**src/rtl/recip_engine.sv**
```systemverilog
// rtl/recip_engine.sv - Start/Ack sequencer computing floor(2^15/x) via bit-serial restoring divide
// Reads a big-endian divisor from data memory and writes the big-endian reciprocal back.
module recip_engine #(
  parameter int OPND_ADDR = 8,
  parameter int RES_ADDR  = 10,
  parameter bit ROUND     = 1'b0,
  parameter int ADDR_W    = 8
) (
  input  logic              Clk,
  input  logic              Reset,
  input  logic              Start,
  output logic              Ack,
  output logic              Busy,
  output logic [ADDR_W-1:0] DataAddress,
  output logic              ReadMem,
  output logic              WriteMem,
  output logic [7:0]        DataIn,
  input  logic [7:0]        DataOut
);

  localparam logic [ADDR_W-1:0] OPND_HI = ADDR_W'(OPND_ADDR);
  localparam logic [ADDR_W-1:0] OPND_LO = ADDR_W'(OPND_ADDR + 1);
  localparam logic [ADDR_W-1:0] RES_HI  = ADDR_W'(RES_ADDR);
  localparam logic [ADDR_W-1:0] RES_LO  = ADDR_W'(RES_ADDR + 1);

  typedef enum logic [2:0] {
    IDLE, RD_HI, RD_LO, CHECK, DIV, WR_HI, WR_LO, DONE
  } state_t;

  state_t      state;
  logic [15:0] divisor;
  logic [15:0] rem;
  logic [15:0] quo;
  logic [4:0]  cnt;
  logic [7:0]  res_lo;

  logic [16:0] trial;
  logic        fits;
  logic [15:0] rem_next;
  logic [16:0] quo_next;
  logic [15:0] rounded;

  // The remainder never reaches the divisor, so 16 bits hold it; only the
  // shifted trial value needs the 17th bit. The numerator 2^16 feeds a single
  // one-bit on the first step.
  always_comb begin
    trial    = {rem, (cnt == 5'd0)};
    fits     = (trial >= {1'b0, divisor});
    rem_next = fits ? 16'(trial - {1'b0, divisor}) : trial[15:0];
    quo_next = {quo, fits};
    rounded  = quo_next[16:1] + {15'b0, ROUND & quo_next[0]};
  end

  always_ff @(posedge Clk or posedge Reset) begin
    if (Reset) begin
      state       <= IDLE;
      Ack         <= 1'b0;
      Busy        <= 1'b0;
      ReadMem     <= 1'b0;
      WriteMem    <= 1'b0;
      DataAddress <= '0;
      DataIn      <= 8'h00;
      divisor     <= 16'h0000;
      rem         <= 16'h0000;
      quo         <= 16'h0000;
      cnt         <= 5'd0;
      res_lo      <= 8'h00;
    end else begin
      ReadMem  <= 1'b0;
      WriteMem <= 1'b0;
      case (state)
        IDLE: begin
          if (!Start) begin
            state       <= RD_HI;
            Busy        <= 1'b1;
            DataAddress <= OPND_HI;
            ReadMem     <= 1'b1;
          end
        end
        RD_HI: begin
          divisor[15:8] <= DataOut;
          state         <= RD_LO;
          DataAddress   <= OPND_LO;
          ReadMem       <= 1'b1;
        end
        RD_LO: begin
          divisor[7:0] <= DataOut;
          state        <= CHECK;
        end
        CHECK: begin
          if (divisor == 16'h0000) begin
            res_lo      <= 8'hFF;
            DataIn      <= 8'hFF;
            DataAddress <= RES_HI;
            WriteMem    <= 1'b1;
            state       <= WR_HI;
          end else begin
            rem   <= 16'h0000;
            quo   <= 16'h0000;
            cnt   <= 5'd0;
            state <= DIV;
          end
        end
        DIV: begin
          rem <= rem_next;
          quo <= quo_next[15:0];
          cnt <= cnt + 5'd1;
          if (cnt == 5'd16) begin
            res_lo      <= rounded[7:0];
            DataIn      <= rounded[15:8];
            DataAddress <= RES_HI;
            WriteMem    <= 1'b1;
            state       <= WR_HI;
          end
        end
        WR_HI: begin
          DataIn      <= res_lo;
          DataAddress <= RES_LO;
          WriteMem    <= 1'b1;
          state       <= WR_LO;
        end
        WR_LO: begin
          Busy  <= 1'b0;
          Ack   <= 1'b1;
          state <= DONE;
        end
        DONE: begin
          if (Start) begin
            Ack   <= 1'b0;
            state <= IDLE;
          end
        end
        default: begin
          Busy  <= 1'b0;
          Ack   <= 1'b0;
          state <= IDLE;
        end
      endcase
    end
  end

endmodule

```
**config.mk**
```make
export PLATFORM = sky130hd
export DESIGN_NAME = recip_engine
export DESIGN_NICKNAME = d
export VERILOG_FILES = /design/src/rtl/recip_engine.sv
export SDC_FILE = /design/constraint.sdc
export NUM_CORES = 1
export LEC_CHECK = 0
export ABC_AREA = 1
export CORE_MARGIN = 1.5
export CORE_UTILIZATION = 45
export CTS_CLUSTER_DIAMETER = 50
export DETAILED_ROUTE_END_ITERATION = 7
export PLACE_DENSITY_LB_ADDON = 0.15
export SLEW_MARGIN = 20
export SYNTH_ARGS = -nofsm -noshare
export SYNTH_HDL_FRONTEND = slang
export SYNTH_SLANG_ARGS = --single-unit
```
**constraint.sdc**
```tcl
create_clock -name Clk -period 3 [get_ports Clk]
set_clock_uncertainty 0.1 [all_clocks]
set_input_delay 0.6 -clock Clk [delete_from_list [all_inputs] [get_ports Clk]]
set_output_delay 0.6 -clock Clk [all_outputs]
set_load 0.03 [all_outputs]
```
# After elaboration in Yosys (flattened, before gate mapping)
# Index checks and enable logic that the tools add are counted.
# totals
reg_bits	84
output_inout_bits	20
elab_cells	73
# classes
addsub	2
n_lt_le_gt_ge	1
eq_ne	13
muxes	29
n_reduce_logical	15
# op_table
operator	count
$pmux 16 s2	2
$mux 8	6
$pmux 8 s5	1
$mux 16	2
$pmux 3 s8	1
$pmux 8 s3	1
$ge 17x16->1	1
$logic_not 16->1	1
$pmux 8 s2	1
$sub 16x16->16	1
$eq 3x3->1 const B	4
$ne 2x2->1 const B	5
$pmux 5 s2	1
$mux 3	3
$reduce_and 3->1	3
$eq 3x2->1 const B	2
$mux 1	6
$pmux 1 s2	3
$reduce_and 2->1	3
$reduce_bool 2->1	3
$add 5x1->5 const B	1
$eq 5x5->1 const B	1
$logic_not 5->1	1
$mux 5	1
other kinds (6)	6

# Logic depth before layout (Yosys ltp)
# logic_depth
depth_word	4
depth_mapped	15
depth_no_buf	15

# Least setup slack after synthesis
# OpenSTA, ideal clock, no wires.
# synth_path
path_type	reg2reg
startpoint	reg cnt[0]
endpoint	reg rem[8]
setup_time_ps	117
arrival_time_ps	1960
setup_slack_ps	823
path_stages_with_launch	14
path_cell_list	dfrtp_1 > inv_1 > ha_1 > nand4_1 > ha_1 > fa_1 > inv_1 > nand3_1 > nand3_1 > a21oi_1 > xor2_1 > nand2_2 > nand3_1 > nand2_1
# synth_between
elab_chain_len	4
# synth_lines
element	line_no	source
from (decl)	34	logic [4:0] cnt;
from (signal assigned)	107	cnt <= cnt + 5'd1;
$logic_not 5->1 *	47	trial = {rem, (cnt == 5'd0)};
$sub 16x16->16 or $ge 17x16->1 (tied branches)	49, 48	
$mux 16 *	49	rem_next = fits ? 16'(trial - {1'b0, divisor}) : trial[15:0];
$pmux 16 s2 *	71	case (state)
to (signal assigned)	105	rem <= rem_next;
to (decl)	32	logic [15:0] rem;
# Every way passes the cells marked *; elsewhere a longest branch is shown, timed or not.
# A chain may end at the register's enable or synchronous reset.

# Worst setup path after layout
# layout_path
startpoint	reg cnt[0]
endpoint	reg rem[6]
# The elaborated chain is that of the path after synthesis.

==> results.py <==
metrics = {
    "outcome": {
        "status": "completed",
    },
    "pwr": {
        "powerDensity_nw_per_um2": 1240,
        "power.leakage_uw": 0.00280,
        "irDropWorstVdd_mv": 0.806,
    },
    "synth": {
        "synth-seq-cells": 79,
        "synth_edf_count": 0,
        "syn_inst": 622,
        "ys.flop_type": "dfrtp_1",
        "syn_area_sq_um": 4740,
        "synth_cell_types": 38,
        "async_reset_ff_frac": 1.00,
        "synth_seq_area_share": 0.417,
        "yosysWarnings": 0,
        "synth.avg_cell_area_sq_um": 7.63,
    },
    "clocking": {
        "cts_sinks": 79,
        "htree_levels": 3,
        "cts.clk_slew.worst_paths_ns": 0.09,
        "clockBufferDepth": 2,
        "root_buffer": "clkbuf_8",
        "post_cts_buffers": 0,
        "hold_buffers": 0,
        "cts_resized": 0,
        "clk_latency_ns": 0.36,
        "cts-buffers-inserted": 9,
        "cts_tree": "done",
    },
    "cells_and_area": {
        "layout_commonest_cell": "nand2_1",
        "final_cell_mix": "nand2_1 (176), inv_1 (105), dfrtp_1 (79)",
        "fillers": 1056,
        "fin_area_sq_um": 5330,
        "syn2layout_area_growth_pct": 12.3,
        "nets": 682,
        "n_antenna_cell": 0,
        "drive_above_1_share": 0.0874,
    },
    "worst_setup_path": {
        "crit_path_frequent_cell": "nand2_1",
        "critPathLaunchType": "flop",
        "critical_path.slowest_cell": "dfrtp_1",
        "crit_type": "reg2reg",
        "critPathMaxFanout": 17,
        "cp.arrival_ns": 2.66,
        "path_cells": "inv_1 -> ha_1 -> nand4_1 -> ha_1 -> nand2_1 -> nor2_1 -> nand2_1 -> nor3_4 -> nor2_4 -> nand2_4 -> nand2_1 -> nand3_1 -> o21ai_0",
        "end_kind": "flop",
        "cpPeakStageDelay_ns": 0.40,
        "worstPathRequired_ns": 3.17,
        "ff2ff_path_depth": 13,
    },
    "drt": {
        "first_iter_violations": 174,
        "viasPerCell": 5.00,
        "dr.pass1.iters": 4,
        "drc": 0,
        "drt_wl_total_um": 11200,
        "vias": 3938,
        "wire_per_inst_um": 14.2,
        "ant_nets": 0,
    },
    "sta": {
        "min_period_over_period": 0.831,
        "fin_crit_ns": 2.49,
        "max_slew_margin": 0.500,
        "finalMaxSlewViolations": 0,
        "fin_setup_tns_ns": 0,
        "rsz0062_at_grt": "false",
        "fmax_mhz": 401,
        "finalHoldViolCount": 0,
        "setup_violations": 0,
        "worst_pin_slew_ns": 0.746,
    },
    "floorplan": {
        "die-area_sq_um": 11200,
        "die_height_um": 106,
        "core_sq_um": 10300,
        "ios": 31,
        "start_util": 0.462,
        "row_count": 37,
        "die_x_um": 106,
    },
    "hold_path": {
        "hold_depth": 2,
        "hold_class": "reg2reg",
    },
    "global_route": {
        "grt_max_degree": 52,
        "grtUsageTotal": 0.222,
        "antenna_found_initial": 0,
        "grt_pass1_wl_um": 19500,
        "grt_pass1_vias": 4022,
        "grt_overflow": 0,
    },
    "placed_design": {
        "place_congestion": 0.946,
        "io_buffers": 25,
        "placed_area_sq_um": 5100,
        "dp_hpwl_um": 8460,
    },
    "flow_run": {
        "cap_violations": 0,
    },
}
==> report_power, final <==
part           internal (uW)  leakage [uW]  switching (uW)  total [uW]
sequential              1410      0.000963             234        1650
clock                    497      0.000117             403         900
combinational           1370       0.00172            2680        4060
==> logic make-up (layout without fill, tap and decap cells) <==
group	Yosys count	after routing	share of synthesized area
compound gates	79	79	0.0942
xor+xnor	10	10	0.0185
fa+ha+maj	24	24	0.0649
buf+inv	130	156	0.114
flops	79	79	0.417
other cells	1	5	0.000791
simple gates	299	299	0.291
==> flip-flops by register name (all words and copies together) (netlist names), 3 cells and up <==
register	count
DataAddress	3
DataIn	8
cnt	5
divisor	16
quo	16
rem	16
res_lo	8
state	3
==> routing by layer <==
metal,routed length [um],global-route usage
met5,0,0
met4,146,0.0705
met3,358,0.0439
met2,5250,0.363
met1,5400,0.296
==> worst max-delay path, delay by kind of cell (launching register included) <==
kind / cells / cell delay [ns]
AOI/OAI and AO/OA: 1 / 0.10
adders and majority gates: 2 / 0.48
buffers and inverters: 1 / 0.09
DFF: 1 / 0.40
and+or+nand+nor: 9 / 1.21
==> metrics by stage <==
step | cells | setup WS (ns) | utilization | total power, uW | hold slack (ns)
detailed placement | 772 | 0.535 | 0.496 | 5690 | 0.362
finish | 788 | 0.506 | 0.518 | 6600 | 0.376
floorplan | 626 | 0.277 | - | 4780 | 0.342
global placement | 772 | 0.573 | 0.496 | 5640 | 0.353
global route | 788 | 0.274 | 0.518 | 7240 | 0.403
CTS | 788 | 0.516 | 0.518 | 6610 | 0.383
==> worst paths after layout <==
path / from / to / slack (ns)
max in group asynchronous: Reset / quo[11] / 1.68
min in group asynchronous: Reset / Ack / 0.49
max: cnt[0] / rem[6] / 0.51
min: quo[12] / quo[12] / 0.38
max reg2reg: cnt[0] / rem[6] / 0.51
min reg2reg: quo[12] / quo[12] / 0.38
==> synthesized netlist by cell type, types with 4 or more instances <==
master    count  area share
nand2_1     176        0.14
inv_1       106       0.084
dfrtp_1      79        0.42
nand3_1      40       0.042
nor2_1       31       0.025
o21ai_0      31       0.033
ha_1         23       0.061
a21oi_1      22       0.023
nand3_2      11       0.023
o22ai_1      11       0.015
nand4_1      10       0.013
nand2_2       9       0.012
a22oi_1       8       0.013
buf_2         7      0.0074
buf_4         7       0.011
nand3b_1      6      0.0095
inv_2         5      0.0040
xnor2_1       5      0.0092
xor2_1        5      0.0092
nor3_1        4      0.0042
==> area by class of cell <==
| class | instances | area, sq um | share of cell area |
|---|---|---|---|
| Clock buffer | 10 | 138 | 0.0258 |
| Clock inverter | 6 | 91.3 | 0.0172 |
| Inverter | 112 | 422 | 0.0792 |
| Multi-Input combinational cell | 417 | 2240 | 0.421 |
| Sequential cell | 79 | 1980 | 0.371 |
| Tap cell | 136 | 170 | 0.0320 |
| Timing Repair Buffer | 28 | 285 | 0.0536 |
No activity file was read; power rests on OpenSTA's default activity.
